### src/rtl/uart_tx.sv
// uart_tx: 8N1 UART transmitter, LSB first, with optional even/odd parity bit
module uart_tx #(
  parameter int CLKS_PER_BIT = 868,
  parameter int PARITY = 0
) (
  input  logic       clk,
  input  logic       rst_n,
  input  logic       tx_start,
  input  logic [7:0] data_in,
  output logic       tx,
  output logic       busy,
  output logic       done
);
  localparam int CW = $clog2(CLKS_PER_BIT);
  localparam logic [CW-1:0] LAST = CW'(CLKS_PER_BIT - 1);
  localparam logic [CW-1:0] PRE = CW'(CLKS_PER_BIT - 2);
  typedef enum logic [2:0] {IDLE, START, DATA, PAR, STOP} state_t;
  state_t state;
  logic [CW-1:0] cnt;
  logic [2:0] idx;
  logic [7:0] sh;
  logic eob;
  assign eob = cnt == LAST;
  always_ff @(posedge clk)
    if (!rst_n) begin
      state <= IDLE;
      cnt <= '0;
      idx <= '0;
      sh <= '0;
      tx <= 1'b1;
      busy <= 1'b0;
      done <= 1'b0;
    end else begin
      cnt <= (state == IDLE || eob) ? '0 : cnt + CW'(1);
      done <= state == STOP && cnt == PRE;
      case (state)
        IDLE:
          if (tx_start) begin
            state <= START;
            sh <= data_in;
            idx <= '0;
            tx <= 1'b0;
            busy <= 1'b1;
          end
        START:
          if (eob) begin
            state <= DATA;
            tx <= sh[0];
          end
        DATA:
          if (eob) begin
            if (idx == 3'd7) begin
              state <= PARITY != 0 ? PAR : STOP;
              tx <= PARITY != 0 ? (^sh) ^ (PARITY == 2) : 1'b1;
            end else begin
              idx <= idx + 3'd1;
              tx <= sh[idx + 3'd1];
            end
          end
        PAR:
          if (eob) begin
            state <= STOP;
            tx <= 1'b1;
          end
        STOP:
          if (eob) begin
            state <= IDLE;
            busy <= 1'b0;
          end
        default: state <= IDLE;
      endcase
    end
endmodule

### config.mk
export PLATFORM = sky130hd
export DESIGN_NAME = uart_tx
export DESIGN_NICKNAME = d
export VERILOG_FILES = /design/src/rtl/uart_tx.sv
export SDC_FILE = /design/constraint.sdc
export NUM_CORES = 1
export LEC_CHECK = 0
export CAP_MARGIN = 20
export CORE_MARGIN = 4
export CORE_UTILIZATION = 49
export DETAILED_ROUTE_END_ITERATION = 8
export PLACE_DENSITY = 0.73
export SETUP_SLACK_MARGIN = 0.3
export SLEW_MARGIN = 0
export SYNTH_ARGS = -nofsm -noshare
export SYNTH_HDL_FRONTEND = slang
export SYNTH_SLANG_ARGS = --single-unit
### constraint.sdc
create_clock -name clk -period 1.5 [get_ports clk]
set_input_delay 0.15 -clock clk [delete_from_list [all_inputs] [get_ports clk]]
set_output_delay 0.15 -clock clk [all_outputs]
set_load 0.005 [all_outputs]
Word-level counts from Yosys, hierarchy flattened
Cells that the tools add are included.

$add $sub $neg: 2. Magnitude comparators: 1. Equal/unequal tests: 14. Multiplexer cells: 22. Bitwise gates (word level): 1. Reductions and logical operators: 12.

Operators by type and width (number): two-way mux 3 bit (9); == test 10 bit, second input constant (2); one-hot mux 3 bit (5 select lines) (1); != test 2 bit, second input constant (7); adder 10 x 1 -> 10 bit, second input constant (1); two-way mux 1 bit (8); == test 3 x 2 -> 1 bit, second input constant (2); == test 3 bit, second input constant (2); one-hot mux 3 bit (2 select lines) (1); AND reduction 6 bit (1); AND reduction 5 bit (1); less-than comparator 3 x 4 -> 1 bit, second input constant (1); one-hot mux 1 bit (4 select lines) (1); AND reduction 4 bit (1); nonzero test 2 bit (2); nonzero test 4 bit (1); adder 3 x 1 -> 3 bit, second input constant (1); binary-select mux 1 bit (select 3 bit) (1); == test 3 x 1 -> 1 bit, second input constant (1); logical NOT 3 bit (1); AND reduction 3 bit (1); one-hot mux 1 bit (2 select lines) (1); AND reduction 2 bit (1); OR reduction 2 bit (1); 3 further kinds (3).

Register bits: 27. Input bits: 11. Output and inout port bits: 3. Logic and storage cells: 59.

Logic depth before layout (Yosys ltp)
Gate-level depths: netlist (run 1).

Word-level depth: 6. Gate-level depth with buffers: 6. Mapped depth without buffers: 6.

Least setup slack after synthesis (run 1)
OpenSTA, ideal clock, no wires.

Path type: register to register. Start point: register idx[0]. End point: register tx. Setup time: 0.138 ns. Data arrival time: 1.494 ns. Required time: 1.362 ns. Path slack: -0.131 ns. Cell stages (with the launch flop): 6. Path buffers: 1. Clock period less this slack: 1.631 ns. Cells stage by stage: dfxtp_1 clkbuf_1 mux2_2 and3_1 nor4_1 o311ai_2.

Cells in the longest elaborated chain, start to end: 6. Elaborated cells between the ends (all ways): 7. Classes of those cells: 1 x add/sub; 1 x eq/ne; 5 x mux.

RTL lines: start: declaration (line 20) `logic [2:0] idx;`; start signal: assignment (line 56) `idx <= idx + 3'd1;`; adder 3 x 1 -> 3 bit (line 57) `tx <= sh[idx + 3'd1];`; binary-select mux 1 bit (select 3 bit) (line 57); two-way mux 1 bit (not written as such) (line 57); two-way mux 1 bit * (line 52) `if (idx == 3'd7) begin`; two-way mux 1 bit * (line 51) `if (eob) begin`; one-hot mux 1 bit (4 select lines) * (line 36) `case (state)`; end signal: assignment (line 48) `tx <= sh[0];`; end signal: assignment (line 54) `tx <= PARITY != 0 ? (^sh) ^ (PARITY == 2) : 1'b1;`; end signal: assignment (line 57); end: declaration (line 10) `output logic tx,`.

Every way passes the cells marked *; elsewhere a longest branch is shown, timed or not. The select of a mux whose other input is x is not followed. A chain may end at the register's enable or synchronous reset.

Worst setup path after layout (run 1)
Start point: register cnt[7]. End point: register idx[2].

Cells in the longest elaborated chain, start to end: 3.

RTL lines: start: declaration (line 19) `logic [CW-1:0] cnt;`; start signal: assignment (line 34) `cnt <= (state == IDLE || eob) ? '0 : cnt + CW'(1);`; == test 10 bit (line 23) `assign eob = cnt == LAST;`; != test 2 bit (no source line); AND reduction 4 bit (no source line).

No other way between the ends.

==> summary.txt, run 1 <==
Run status
  – Status: complete, but fails checks
  – Failing checks: setup timing

Floorplanning
  – Core area: about 2500 um2
  – Die H: slightly below 60 um
  – IO Count: 14
  – Die area: ~3600 um2
  – Die width: roughly 60 um
  – Initial core utilization: roughly 52%
  – # rows: 18

Detailed routing
  – Initial DRC count: 29
  – Post-DRT Antenna Nets: 0
  – DRC: 0
  – DRT Pass-1 Iters: 5
  – Wire per inst: about 16 um
  – DR vias/cell: ~5.6
  – Routed vias: between 1000 and 1500
  – Detailed Route WL: approximately 3500 um

STA
  – Worst Skew: ~6.0 ps
  – Rel. slew slack: around 75%
  – Max-slew violations: 0
  – Fmax: 631 MHz
  – WHS: 360 ps
  – Fin worst setup slack: -84.6 ps
  – Endpoints failing setup: 6
  – RSZ-0062 raised after global routing: true
  – Worst-Margin Slew: ~370 ps
  – Tcrit/Tclk final: 106%
  – Setup TNS: -316 ps
  – Final Hold Viols: 0
  – Min Tclk post-route: about 1600 ps

Critical path
  – Critical path data required time: around 1800 ps
  – Crit end category: register
  – WS Path Type: reg -> reg
  – Crit Path Max Fanout: 5
  – CP Data Arrival Time: 1860 ps
  – Delay of the slowest cell on the worst path: 490 ps
  – CP max stage cell: or4b_1
  – CP Cell Sequence: nor4b_4 > nand3_4 > or4b_1 > a21boi_1
  – Nature of the critical path startpoint: register

CTS
  – CTS Hold Bufs: 0
  – Sink Count: 27
  – CTS tree: yes
  – Clock Pin Slew Worst Setup and Hold Paths: ~150 ps
  – Clk_lat worst skew: 330 ps
  – CTS root buffer: clkbuf_4
  – H-tree depth: 1
  – Clock Path Buffers: 2
  – TritonCTS Buffers: 3

Yosys
  – Sequential share of the synthesized area: approximately two fifths
  – Post-Synthesis Cells: approximately 150
  – Synth warn: 0
  – Post-synth ARST share: 0%
  – Post-synthesis area per instance: 9.02 um2
  – Post-synth top flop: dfxtp_1
  – Yosys reg bits: 27
  – Synthesized Nets: between 150 and 200
  – Post-Syn Area: about 1300 um2
  – Post-synth cell types: 38
  – EDFF count, synth: 0

Placement
  – Post-DP Area: between 1500 and 2000 um2
  – GPL Wtd Cong: 0.802
  – Port Buffers: 13
  – Cells after DPL: between 200 and 250
  – DP HPWL: between 2000 and 2500 um
  – Pre-CTS WS: -79.9 ps

Cells and area
  – Area delta synth->final: 50.6%
  – Share of layout cells above drive strength 1: approximately 49%
  – Inserted Diodes: 0
  – Nets: about 200
  – Core Util, Final: 78.8%
  – Finished Layout Cells: between 200 and 250
  – FILL cells: 154
  – Final Cell Area: roughly 2000 um2

Worst hold path
  – Worst min path class: in -> reg

GRT
  – Vias in the first global route: between 1000 and 1500
  – GRT Total Usage: approximately a fifth
  – First-pass GRT wire length: 5320 um
  – Largest net degree at the start of global routing: 15
  – Initial antenna violation count: 0
  – GR Overflow Total: 0

Flow run
  – Max Cap Viol: 0

Power
  – Final Power: 1.30 mW
  – Pleak: between 0.6 and 0.7 nW
  – Pwr per Cell Area: roughly 660 nW/um2
  – Peak VDD IR: 570 uV
## critical path, delay by kind of cell (launching register included)
kind | cells | cell delay, ps
AO/OA/AOI/OAI | 1 | 130
AND/OR/NAND/NOR | 3 | 1040
flip-flops | 1 | 380
## cells in the mapped netlist (2+ instances only)
master	n	area [um2]
xor2_1	2	17.5
mux2i_1	3	30.0
nor3_1	6	30.0
nand3_1	3	15.0
xnor2_1	6	52.6
o311ai_0	3	26.3
or4_1	2	15.0
a21boi_0	10	75.1
nor2_1	17	63.8
clkbuf_1	3	11.3
ha_1	4	50.1
nand2_1	26	97.6
a21boi_1	2	15.0
a21oi_1	3	15.0
inv_1	2	7.51
o311ai_2	2	32.5
dfxtp_1	27	541
nor4_1	2	12.5
o21ai_0	3	15.0
## power breakdown
group	switching, mW	total [mW]	internal, mW
Combinational	0.0964	0.216	0.120
Sequential	0.0266	0.764	0.738
Clock	0.217	0.322	0.104
## sequential cells by signal, summed over array words and instances (netlist names)
name / cells
cnt: 10
idx: 3
state: 3
busy: 1
tx: 1
sh: 8
done: 1
## path summary, 6_finish.rpt
path	start	end	slack [ps]	cells past startpoint
hold / removal	data_in[4]	sh[4]	360	3
setup / recovery	cnt[7]	idx[2]	-80	4
hold reg to reg	busy	busy	480	2
setup reg to reg	cnt[7]	idx[2]	-80	4
## routing by layer
layer | share of wire [%] | up-vias | routed length (um) | global-route usage, %
met5 | 0 | - | 0 | 0
met4 | 1.7 | 0 | 59 | 7.91
met3 | 3.5 | 6 | 123 | 3.02
met2 | 50 | 24 | 1740 | 28.7
met1 | 44 | 577 | 1550 | 28.1
li1 | - | 604 | - | -
## cell families after synthesis
kind of cell | share of synthesized area (%)
xor+xnor | 5.36
flops | 41.3
compound gates | 15.7
buf+inv | 4.11
fa+ha+maj | 3.83
mux | 3.16
simple gates | 26.5
## area by class of cell
cell class	count	area (um2)	area share [%]
Clock buffer	4	26.3	1.33
Inverter	2	7.51	0.381
Multi-Input combinational cell	111	950	48.2
Sequential cell	27	559	28.4
Tap cell	30	37.5	1.91
Timing Repair Buffer	44	389	19.8
## repair_timing
item                       CTS  global route
resized for setup           25            37
setup endpoints to repair   29            28
pin swaps                   13            25
buffers inserted             6             3
gates cloned                 1             2
## cells in the final DEF (no fill, tap or decap), drive strengths merged, types with 2 or more instances in the layout
master	instances
a21boi	12
a21oi	3
buf	31
clkbuf	4
clkdlybuf4s50	10
dfxtp	27
dlygate4sd2	2
ha	4
inv	2
mux2i	3
nand2	26
nand2b	2
nand3	5
nor2	17
nor3	6
nor4	2
nor4b	2
o21ai	3
o311ai	7
or4	2
xnor2	6
xor2	2
No activity file was read; power rests on OpenSTA's default activity.
==> inputs of run 2 (changes only) <==
- MAX_ROUTING_LAYER: not set -> met4
- PLACE_DENSITY: 0.73 -> 0.76
==> summary.txt, run 2 (synthesized netlist as in run 1, its figures left out) <==
Critical path
  – WS Path Type: reg -> reg
  – Crit Path Max Fanout: 9
  – Nature of the critical path startpoint: register
  – WP buf/inv: 0
  – Crit end category: register
  – CP Data Arrival Time: ~1900 ps
  – CP max stage cell: or4b_1
  – Top cell family by delay on the critical path: simple AND/OR/NAND/NOR gates
  – CP Cell Sequence: nor4b_4 > nand3_4 > or4b_1 > a21boi_1
  – Critical path data required time: ~1800 ps
  – Delay of the slowest cell on the worst path: approximately 510 ps

Run status
  – Status: complete, but fails checks
  – Failing checks: setup timing

STA
  – Final Hold Viols: 0
  – Min Tclk post-route: 1590 ps
  – Max-slew violations: 0
  – WHS: between 300 and 400 ps
  – RSZ-0062 raised after global routing: true
  – Worst-Margin Slew: around 520 ps
  – Endpoints failing setup: 4
  – Setup TNS: -238 ps
  – Worst Skew: around 7 ps
  – Fmax: ~630 MHz
  – Fin worst setup slack: -90.5 ps
  – Rel. slew slack: 65.2%
  – Tcrit/Tclk final: 106%

Placement
  – Pre-CTS WS: -93.4 ps
  – DP HPWL: 2160 um
  – GPL Wtd Cong: 0.825
  – Port Buffers: 13
  – Cells after DPL: 202
  – Post-DP Area: approximately 1600 um2

CTS
  – Clk_lat worst skew: about 330 ps
  – H-tree depth: 1
  – CTS Hold Bufs: 0
  – CTS tree: yes
  – TritonCTS Buffers: 3
  – Clock Pin Slew Worst Setup and Hold Paths: 150 ps
  – Clock Path Buffers: 2
  – Sink Count: 27
  – CTS root buffer: clkbuf_4

Detailed routing
  – Detailed Route WL: ~3200 um
  – DRT Pass-1 Iters: 4
  – DR vias/cell: approximately 5.5
  – Wire per inst: between 10 and 15 um
  – Routed vias: between 1000 and 1500
  – DRC: 0
  – Initial DRC count: 23
  – Post-DRT Antenna Nets: 0

Cells and area
  – Finished Layout Cells: approximately 220
  – Share of layout cells above drive strength 1: 47.0%
  – Commonest non-fill, non-tap cells in the layout: buf_4, dfxtp_1, nor2_1
  – Area delta synth->final: 47.5%
  – Largest reg by FF count: cnt
  – Largest registers: cnt: 10 flops, sh: 8 flops
  – Inserted Diodes: 0
  – Multi-input logic area: 916 um2
  – Reg area: between 500 and 600 um2
  – FILL cells: roughly 170
  – Largest register FFs: 10
  – Final Cell Area: around 1900 um2
  – Commonest non-fill, non-tap cell in the layout: buf_4
  – Nets: between 200 and 250

Power
  – Peak VDD IR: between 600 and 700 uV
  – Switching power total: approximately 0.34 mW
  – Comb power frac: 16.8%
  – Pleak: 0.685 nW
  – Pwr per Cell Area: 675 nW/um2
  – Clock share of power: about a quarter
  – Sw Share: 25.9%
  – Cell internal pwr: 0.965 mW
  – Reg power frac: about three fifths

Floorplanning
  – IO Count: 14
  – Die width: a little under 60 um
  – # rows: 18
  – Initial core utilization: 52.3%
  – Die area: between 3000 and 4000 um2
  – Core area: 2500 um2
  – Die H: slightly below 60 um

GRT
  – GRT Total Usage: 19.1%
  – Initial antenna violation count: 0
  – Largest net degree at the start of global routing: 15
  – GR Overflow Total: 0
  – First-pass GRT wire length: 5050 um
  – Vias in the first global route: around 1200

Flow run
  – Max Cap Viol: 0

Worst hold path
  – Worst min path class: in -> reg
==> run 2: timing repair <==
action | in CTS | in global routing
endpoints found under the setup margin | 29 | 27
buffers inserted | 7 | 2
pin swaps | 14 | 7
gates resized for setup | 35 | 20
==> run 2: layout make-up <==
cell class                      instances  area share, %
Clock buffer                            4           1.36
Inverter                                2          0.389
Multi-Input combinational cell        109           47.5
Sequential cell                        27           28.7
Tap cell                               30           1.95
Timing Repair Buffer                   43           20.1
==> run 2: worst paths after layout <==
check / start / to / slack, ps / cells past startpoint
setup / recovery: cnt[7] / idx[2] / -90 / 4
hold / removal: data_in[2] / sh[2] / 360 / 3
setup reg to reg: cnt[7] / idx[2] / -90 / 4
hold reg to reg: sh[7] / sh[7] / 480 / 2
==> run 2: per-layer routing <==
metal	part of all wire, %	up-vias	routed length [um]	global-route usage [%]
li1	-	585	-	-
met5	0	-	0	-
met3	3.1	6	97	3.89
met4	1.5	0	47	6.33
met2	50	22	1580	30.4
met1	46	566	1450	24.2
==> run 2: worst reg2reg max path, delay by kind of cell, from the launching register on <==
family / cells / cell delay, ps
simple gates: 3 / 1020
flops: 1 / 380
compound gates: 1 / 130
==> run 2: per-stage QoR <==
| stage | utilization (%) | power, mW |
|---|---|---|
| floorplan | - | 0.859 |
| global placement | 65.9 | 0.925 |
| detailed placement | 65.9 | 0.932 |
| CTS | 73.6 | 1.27 |
| global route | 77.1 | 1.36 |
| finish | 77.1 | 1.30 |
==> run 2: power by group through the flow <==
stage	clock network, mW	registers [mW]	logic, mW
after floorplan	0	0.765	0.0938
after global placement	0	0.772	0.153
after detailed placement	0	0.774	0.158
after CTS	0.314	0.760	0.194
after global routing	0.360	0.767	0.237
final	0.321	0.763	0.219
